[config.mk]
export PLATFORM = sky130hd
export DESIGN_NAME = shift_add_mult_n
export DESIGN_NICKNAME = d
export VERILOG_FILES = /design/src/rtl/mult_pkg.sv /design/src/rtl/add_sub_n.sv /design/src/rtl/shift_add_mult_n.sv
export SDC_FILE = /design/constraint.sdc
export NUM_CORES = 1
export LEC_CHECK = 0
export BUFFER_PORTS_ARGS = -buffer_cell sky130_fd_sc_hd__buf_4
export CAP_MARGIN = 20
export CORE_MARGIN = 4
export CORE_UTILIZATION = 30
export DETAILED_ROUTE_END_ITERATION = 6
export PLACE_DENSITY_LB_ADDON = 0.3
export SKIP_LAST_GASP = 1
export SLEW_MARGIN = 20
export SYNTH_ARGS = -nofsm -noshare
export SYNTH_HDL_FRONTEND = slang
export SYNTH_SLANG_ARGS = --single-unit
export TNS_END_PERCENT = 50
[constraint.sdc]
create_clock -name Clk -period 3.6 [get_ports Clk]
set_input_delay 0.72 -clock Clk [delete_from_list [all_inputs] [get_ports Clk]]
set_output_delay 0.72 -clock Clk [all_outputs]
set_load 0.05 [all_outputs]
[src/rtl/mult_pkg.sv]
// Shared types and helpers for the shift-add multiplier.
// Latency: n/a (package only).
// Backpressure: n/a.
package mult_pkg;

  // Controller states. Busy and Done are decodes of COMPUTE and DONE.
  typedef enum logic [1:0] {
    IDLE    = 2'd0,
    COMPUTE = 2'd1,
    DONE    = 2'd2
  } state_t;

  // Width of a counter able to hold 0..n-1; never less than one bit.
  function automatic int clog2(input int n);
    int r;
    r = 0;
    for (int v = n - 1; v > 0; v = v >> 1) begin
      r = r + 1;
    end
    return (r < 1) ? 1 : r;
  endfunction

endpackage

[src/rtl/add_sub_n.sv]
// Combinational N-bit adder/subtractor; callers supply pre-extended operands.
// Latency: 0 cycles (pure combinational).
// Backpressure: none.
//
// Ports:
//   a_i, b_i  N-bit operands
//   sub_i     1 = a_i - b_i, 0 = a_i + b_i
//   sum_o     N-bit result (wraps modulo 2^N)
module add_sub_n #(
  parameter int N = 9
) (
  input  logic [N-1:0] a_i,
  input  logic [N-1:0] b_i,
  input  logic         sub_i,
  output logic [N-1:0] sum_o
);

  assign sum_o = sub_i ? (a_i - b_i) : (a_i + b_i);

endmodule

[src/rtl/shift_add_mult_n.sv]
// Sequential shift-add multiplier, WIDTH bits, signed or unsigned, one bit per cycle.
// Latency: WIDTH+1 cycles from Run sampled in IDLE to Done.
// Backpressure: Run is ignored outside IDLE; DONE holds until Run is released.
//
// Ports:
//   Clk, Reset        clock, asynchronous active-high reset
//   Run               level start request (taken only in IDLE, wins over load)
//   ClearA_LoadB      in IDLE: B <= Switches, A <= 0, X <= 0
//   Signed_Mode       1 = two's complement, latched at start
//   Switches          operand S on start, operand B on load
//   Aval, Bval, X     product high half, low half, sign extension bit
//   Busy, Done        state decodes of COMPUTE and DONE
module shift_add_mult_n
  import mult_pkg::*;
#(
  parameter int WIDTH = 8
) (
  input  logic             Clk,
  input  logic             Reset,
  input  logic             Run,
  input  logic             ClearA_LoadB,
  input  logic             Signed_Mode,
  input  logic [WIDTH-1:0] Switches,
  output logic [WIDTH-1:0] Aval,
  output logic [WIDTH-1:0] Bval,
  output logic             X,
  output logic             Busy,
  output logic             Done
);

  localparam int CW = clog2(WIDTH);
  localparam logic [CW-1:0] LAST = CW'(WIDTH - 1);

  state_t           state_q, state_d;
  logic [WIDTH-1:0] a_q, a_d;
  logic [WIDTH-1:0] b_q, b_d;
  logic [WIDTH-1:0] s_q, s_d;
  logic             x_q, x_d;
  logic             mode_q, mode_d;
  logic [CW-1:0]    cnt_q, cnt_d;

  logic [WIDTH-1:0] partial;
  logic [WIDTH:0]   op_a, op_b, sum;
  logic             do_sub;

  // Multiplier LSB selects whether S contributes this step.
  assign partial = b_q[0] ? s_q : '0;

  // One guard bit keeps the running sum exact: in signed mode the
  // final step may produce +2^(WIDTH-1) (e.g. -2^(W-1) * -2^(W-1)).
  assign op_a = mode_q ? {a_q[WIDTH-1], a_q} : {1'b0, a_q};
  assign op_b = mode_q ? {partial[WIDTH-1], partial} : {1'b0, partial};

  // The multiplier's top bit carries weight -2^(W-1) in two's complement,
  // so its partial product is subtracted.
  assign do_sub = mode_q && (cnt_q == LAST);

  add_sub_n #(.N(WIDTH + 1)) u_add_sub (
    .a_i   (op_a),
    .b_i   (op_b),
    .sub_i (do_sub),
    .sum_o (sum)
  );

  always_comb begin
    state_d = state_q;
    a_d     = a_q;
    b_d     = b_q;
    s_d     = s_q;
    x_d     = x_q;
    mode_d  = mode_q;
    cnt_d   = cnt_q;
    case (state_q)
      IDLE: begin
        if (Run) begin
          s_d     = Switches;
          mode_d  = Signed_Mode;
          a_d     = '0;
          x_d     = 1'b0;
          cnt_d   = '0;
          state_d = COMPUTE;
        end else if (ClearA_LoadB) begin
          b_d = Switches;
          a_d = '0;
          x_d = 1'b0;
        end
      end
      COMPUTE: begin
        // Right shift of {sum, B}: sum MSB replicates into X (signed) and
        // the sum LSB drops into the top of B as the multiplier bit retires.
        x_d   = mode_q ? sum[WIDTH] : 1'b0;
        a_d   = sum[WIDTH:1];
        b_d   = {sum[0], b_q[WIDTH-1:1]};
        cnt_d = cnt_q + CW'(1);
        if (cnt_q == LAST) begin
          state_d = DONE;
        end
      end
      DONE: begin
        // Hold until Run is released: one computation per press.
        if (!Run) begin
          state_d = IDLE;
        end
      end
      default: state_d = IDLE;
    endcase
  end

  always_ff @(posedge Clk or posedge Reset) begin
    if (Reset) begin
      state_q <= IDLE;
      a_q     <= '0;
      b_q     <= '0;
      s_q     <= '0;
      x_q     <= 1'b0;
      mode_q  <= 1'b0;
      cnt_q   <= '0;
    end else begin
      state_q <= state_d;
      a_q     <= a_d;
      b_q     <= b_d;
      s_q     <= s_d;
      x_q     <= x_d;
      mode_q  <= mode_d;
      cnt_q   <= cnt_d;
    end
  end

  assign Aval = a_q;
  assign Bval = b_q;
  assign X    = x_q;
  assign Busy = (state_q == COMPUTE);
  assign Done = (state_q == DONE);

endmodule

==> results of run 1 <==
==> worst max-delay path, stage by stage, from the launching register on <==
cell	delay, ps
dfrtp_1	370
ha_1	160
ha_1	220
nand2_1	220
o21ai_0	370
inv_1	80
ha_1	270
nor2b_1	120
o21ai_0	200
a21boi_1	150
o21a_1	190
or3_1	300
a32o_1	240
==> cells by family after synthesis <==
kind of cell	Yosys count	synth area share
and+or+nand+nor	59	0.1662
muxes	17	0.09758
DFF	31	0.4172
adders and majority gates	12	0.08479
xor gates and xnor gates	9	0.04239
AOI/OAI and AO/OA	46	0.1608
buffers and inverters	15	0.03095
==> per-layer routing <==
layer / global-route usage / vias to the layer above / wire, µm
met5: 0 / - / 0
met4: 0.03399 / 0 / 46
met3: 0.03707 / 5 / 194
met2: 0.1808 / 31 / 1778
met1: 0.1562 / 690 / 1998
li1: - / 739 / -
==> cell usage after synthesis, types with 2 or more instances <==
cell type,number,area share
nor2b_1,5,0.017
nor2_1,5,0.010
a32o_1,2,0.011
clkbuf_1,5,0.010
ha_1,11,0.074
nand2_1,31,0.063
a21oi_1,6,0.016
mux2i_1,8,0.043
or3_1,3,0.010
nand4_1,2,0.0067
nor3b_1,2,0.0081
xor2_1,4,0.019
nand2b_1,3,0.010
inv_1,8,0.016
a31oi_1,2,0.0067
o21bai_1,2,0.0081
mux2_2,9,0.055
dfrtp_1,31,0.42
a22o_1,3,0.014
o31ai_1,2,0.0081
xnor2_1,5,0.024
o21ai_0,21,0.057
==> worst paths after layout <==
| kind | start | to | slack (ps) | cells after the start |
|---|---|---|---|---|
| max | cnt_q[0] | Aval[4] | 600 | 12 |
| min | Reset | state_q[1] | 500 | 3 |
| max reg2reg | cnt_q[0] | Aval[4] | 600 | 12 |
| min reg2reg | cnt_q[1] | cnt_q[1] | 510 | 1 |
| max in group asynchronous | Reset | Aval[2] | 2800 | 3 |
| min in group Clk | cnt_q[1] | cnt_q[1] | 510 | 1 |
==> placed cells by master, fill, tap and decap left out, types with 2 or more instances in the layout <==
| cell type | count |
|---|---|
| nand2b_1 | 3 |
| nand4_1 | 2 |
| dfrtp_1 | 31 |
| mux2i_1 | 8 |
| mux2_2 | 9 |
| a31oi_1 | 2 |
| or3_1 | 3 |
| a21oi_1 | 6 |
| xor2_1 | 4 |
| buf_4 | 35 |
| a22o_1 | 3 |
| nor3b_1 | 2 |
| o21bai_1 | 2 |
| bufinv_16 | 2 |
| nand2_1 | 31 |
| clkbuf_8 | 5 |
| a32o_1 | 2 |
| xnor2_1 | 5 |
| o21ai_0 | 21 |
| inv_1 | 8 |
| ha_1 | 11 |
| nor2_1 | 5 |
| nor2b_1 | 5 |
| o31ai_1 | 2 |
==> sequential cells by signal, indices dropped and copies added, names as in the netlist <==
signal,count
s_q,8
Aval,8
X,1
Bval,8
cnt_q,3
mode_q,1
state_q,2
==> metrics by stage <==
step	std cells	hold slack [ps]	setup WS [ps]
after floorplan	189	467.7	523.1
after detailed placement	293	495.9	560.6
after global placement	293	489.1	576.7
final	301	501.1	595.4
after CTS	301	511.9	542.9
after global routing	301	529.3	307.2
==> final cells by class <==
class / count / area share
Clock buffer: 6 / 0.03122
Inverter: 9 / 0.01453
Sequential cell: 31 / 0.3337
Tap cell: 75 / 0.04037
Clock inverter: 2 / 0.02583
Multi-Input combinational cell: 143 / 0.4413
Timing Repair Buffer: 35 / 0.1130
==> metrics.md, run 1 <==
| Metric | Value |
|---|---|
| Clock tree buffer depth | `2` |
| Multi-input gate area | `1026 µm²` |
| IO Count | `32` |
| Post-synth ARST share | `1.000` |
| Buffers on Ports | `31` |
| Max frequency | `332.8 MHz` |
| Num rows | `28` |
| Post_cts resized | `0` |
| Final setup fails | `0` |
| Die area | `7521 µm²` |
| Core area | `5956 µm²` |
| Die Y | `86.73 µm` |
| Total clock buffers created by CTS | `5` |
| First-pass iteration count of the detailed router | `5` |
| Post-CTS Hold Fix Bufs | `0` |
| Final core utilization | `0.3903` |
| Synth Net Count | `214` |
| Antenna diodes | `0` |
| Initial antenna violation count | `0` |
| Final critical-path share of the clock period | `0.8346` |
| Tot GR Track Use | `0.1167` |
| Crit-path max FO | `8` |
| Chip Width | `86.73 µm` |
| Fraction of layout cells with a size suffix above 1 | `0.2478` |
| DRC | `0` |
| Register Area | `775.7 µm²` |
| Mapped Area | `1859 µm²` |
| Final Max Slew Viols | `0` |
| CTS tree | `yes` |
| Setup TNS | `0 ps` |
| Run status | `complete, no violations` |
| Final min period | `3005 ps` |
| H-tree depth | `2` |
| Layout Nets | `250` |
| Data required, critical path | `3770 ps` |
| Synth Instances | `189` |
| DR iter-0 viols | `31` |
| CTS root buf | `clkbuf_8` |
| Wire per inst | `13.35 µm` |
| Vias | `1465` |
| First-pass GRT wire length | `6851 µm` |
| CTS sink count | `31` |
| DR vias/cell | `4.867` |
| CP Data Arrival Time | `3180 ps` |
| RSZ-0062 raised after global routing | `no` |
| Critical path class | `reg2reg` |
| Max Cap Violations | `0` |
| Design area | `2325 µm²` |
| Post-DP HPWL | `3066 µm` |
| Clock Latency Late Sink | `290 ps` |
| Worst rel slew slack | `0.3683` |
| Sequential area share after synthesis | `0.4172` |
| Pin count of the biggest net entering global routing | `32` |
| Primary FF master, synth | `dfrtp_1` |
| Area grow syn2layout | `25.03%` |
| Syn_area_per_cell | `9.837 µm²` |
| WL final | `4018 µm` |
| HP Class | `in2async` |
| CP Launch Type | `flip-flop` |
| Hold Vio Cnt, Final | `0` |
| Worst-Margin Slew | `945.5 ps` |
| Layout Skew | `7.018 ps` |
| Synth cell types | `41` |
| Clock transition at path regs | `70 ps` |
| Placed Instance Area | `2192 µm²` |
| EDFF count, synth | `0` |
| Fillers | `622` |
| RD Place Congestion | `0.8649` |
| GR Overflow Total | `0` |
| Post-CTS Setup Inserts | `0` |
| Post-synthesis register bit count | `31` |
| CP Capture Type | `flip-flop` |
| Antenna viol nets, final | `0` |
| Synth warnings | `0` |
| Vias in the first global route | `1446` |
| Initial core utilization | `0.3122` |
Power of run 1 is left out: the tool's default activity adds up to more than one toggle a clock period on the data nets, which glitch-free logic cannot reach.
==> run 2, diff against run 1 <==
Clock period 3.6 ns to 2.4 ns, I/O delays scaled along.
==> run 2 against run 1 <==
  * The run now ends with setup timing left
  * Die area did not move
  * Critical path depth did not move
  * Non-clock buffer count rose by 36
  * Critical path type unchanged
  * Highest routed layer unchanged
==> metrics.md, run 2 (synthesis gave the netlist of run 1 again) <==
| Metric | Value |
|---|---|
| Tot GR Track Use | `0.1329 (+0.01623)` |
| Register Area | `777.0 µm² (+0.16%)` |
| CTS root buf | `clkbuf_8` |
| Setup TNS | `-983.0 ps (-983.0 ps)` |
| Crit-path max FO | `3 (-5)` |
| Die area | `7521 µm² (unchanged)` |
| RSZ-0062 raised after global routing | `yes` |
| Antenna viol nets, final | `0 (unchanged)` |
| Hold Vio Cnt, Final | `0 (unchanged)` |
| Core area | `5956 µm² (unchanged)` |
| Die Y | `86.73 µm (unchanged)` |
| Max Cap Violations | `0 (unchanged)` |
| Multi-input gate area | `1192 µm² (+16%)` |
| R2R cell count | `12 (unchanged)` |
| Post-CTS Hold Fix Bufs | `0 (unchanged)` |
| Most frequent cells in the layout | `70 x buf_4, 30 x dfrtp_1, 26 x nand2_1` |
| Failing checks | `setup timing` |
| Vias | `1613 (+10%)` |
| Run status | `finished, violations left` |
| First-pass GRT wire length | `7859 µm (+15%)` |
| Clock Latency Late Sink | `280 ps (about the same)` |
| Most common cell after layout, fill and taps aside | `buf_4` |
| WL final | `4743 µm (+18%)` |
| Worst-Margin Slew | `409.3 ps (-536.2 ps)` |
| Data required, critical path | `2580 ps (-1190 ps)` |
| Clock transition at path regs | `80 ps (about the same)` |
| IO Count | `32 (unchanged)` |
| Pin count of the biggest net entering global routing | `32 (unchanged)` |
| CTS tree | `yes` |
| Fraction of layout cells with a size suffix above 1 | `0.4580 (+0.2102)` |
| First-pass iteration count of the detailed router | `4 (-1)` |
| CP Capture Type | `flip-flop` |
| DR iter-0 viols | `64 (+110%)` |
| Vias in the first global route | `1688 (+17%)` |
| CP Data Arrival Time | `2850 ps (-330 ps)` |
| Total clock buffers created by CTS | `5 (unchanged)` |
| Max incr delay on CP | `390 ps (+20 ps)` |
| CTS sink count | `31 (unchanged)` |
| Worst setup margin | `-270.3 ps (-865.7 ps)` |
| RD Place Congestion | `0.8090 (-6.5%)` |
| DR vias/cell | `4.786 (-1.7%)` |
| HP Class | `in2async` |
| Critical path class | `reg2reg` |
| Num rows | `28 (unchanged)` |
| DRC | `0 (unchanged)` |
| Layout Skew | `4.737 ps (-2.282 ps)` |
| CP Cell Sequence | `or3_4, or3_4, nand2_2, xnor2_1, nand2_1, ha_4, a21o_1, nand3_1, nand2_1, a21oi_2, xor2_2, a32o_1` |
| Worst rel slew slack | `0.7271 (+0.3588)` |
| Fillers | `587 (-5.6%)` |
| Final critical-path share of the clock period | `1.113 (+0.2780)` |
| Initial core utilization | `0.3122 (unchanged)` |
| Crit-path slowest cell | `or3_4` |
| Final setup fails | `5 (+5)` |
| Initial antenna violation count | `0 (unchanged)` |
| CP Launch Type | `flip-flop` |
| Post-DP HPWL | `3465 µm (+13%)` |
| Wire per inst | `14.07 µm (+5.4%)` |
| Hold WS | `274.8 ps (-226.3 ps)` |
| Final min period | `2670 ps (-334.3 ps)` |
| H-tree depth | `2 (unchanged)` |
| GR Overflow Total | `0 (unchanged)` |
| Chip Width | `86.73 µm (unchanged)` |
| Area grow syn2layout | `47.71%` |
| Clock tree buffer depth | `2 (unchanged)` |
| Final Max Slew Viols | `0 (unchanged)` |
| Antenna diodes | `0 (unchanged)` |
| Max frequency | `374.5 MHz (+13%)` |
| Layout Nets | `286 (+14%)` |
| Buffers on Ports | `31 (unchanged)` |
==> run 2: changes by cell type in the layout (fill, tap and decap cells not counted), moves of 2 or more <==
cell	change
o21ai_2	+3
nand2_2	+3
a21oi_1	-3
ha_1	-7
nand2_4	+2
a21oi_2	+2
ha_4	+6
o21ai_1	+2
nand2_1	-5
o21ai_0	-5
buf_4	+35
==> run 2: final cells by class <==
type	count	area share
inverter	9	0.01230
clock buffer	5	0.02506
sequential	31	0.2829
multi-input combinational	143	0.4342
tap	75	0.03417
timing repair buffer	71	0.1954
clock inverter	3	0.01595
==> run 2: worst paths after layout <==
kind	startpoint	end	slack, ps
max in group asynchronous	Reset	Bval[0]	1810
worst max register to register	s_q[1]	X	-270
worst min-delay path	Reset	state_q[0]	270
worst max-delay path	s_q[1]	X	-270
min in group Clk	Signed_Mode	mode_q	420
worst min register to register	Bval[1]	Bval[1]	510
==> run 2: repair_timing <==
action | in CTS | in global routing
setup endpoints to repair | 6 | 7
pin swaps | 13 | 12
gates resized for setup | 7 | 17
endpoints found under the hold margin | 0 | 0
buffers inserted | 4 | 3
==> run 2: critical path, delay by kind of cell, from the launching register on <==
kind	cells	cell delay, ps
AO/OA/AOI/OAI	3	610
XOR/XNOR	2	220
adder cells (fa/ha/maj)	1	240
flip-flops	1	380
AND/OR/NAND/NOR	6	1120
==> run 2: metal layers <==
layer | wire [µm] | up-vias | GRT usage | part of all wire
met5 | 0 | - | 0 | 0
met4 | 34 | 0 | 0.02975 | 0.0072
met3 | 206 | 4 | 0.02947 | 0.043
met2 | 2314 | 33 | 0.2281 | 0.49
met1 | 2187 | 773 | 0.1707 | 0.46
li1 | - | 803 | - | -
==> run 2: stage by stage <==
stage	util	instance area, µm²	worst slack (ps)	std cells
6_report	0.4611	2746	-270.3	337
5_1_grt	0.4611	2746	-366.8	337
4_1_cts	0.4452	2651	-265.2	334
3_5_place_dp	0.4153	2474	-337.3	322
3_3_place_gp	0.4153	2474	-320.0	322
2_1_floorplan	-	1933	-257.7	189
Power of run 2 is left out for the same reason.
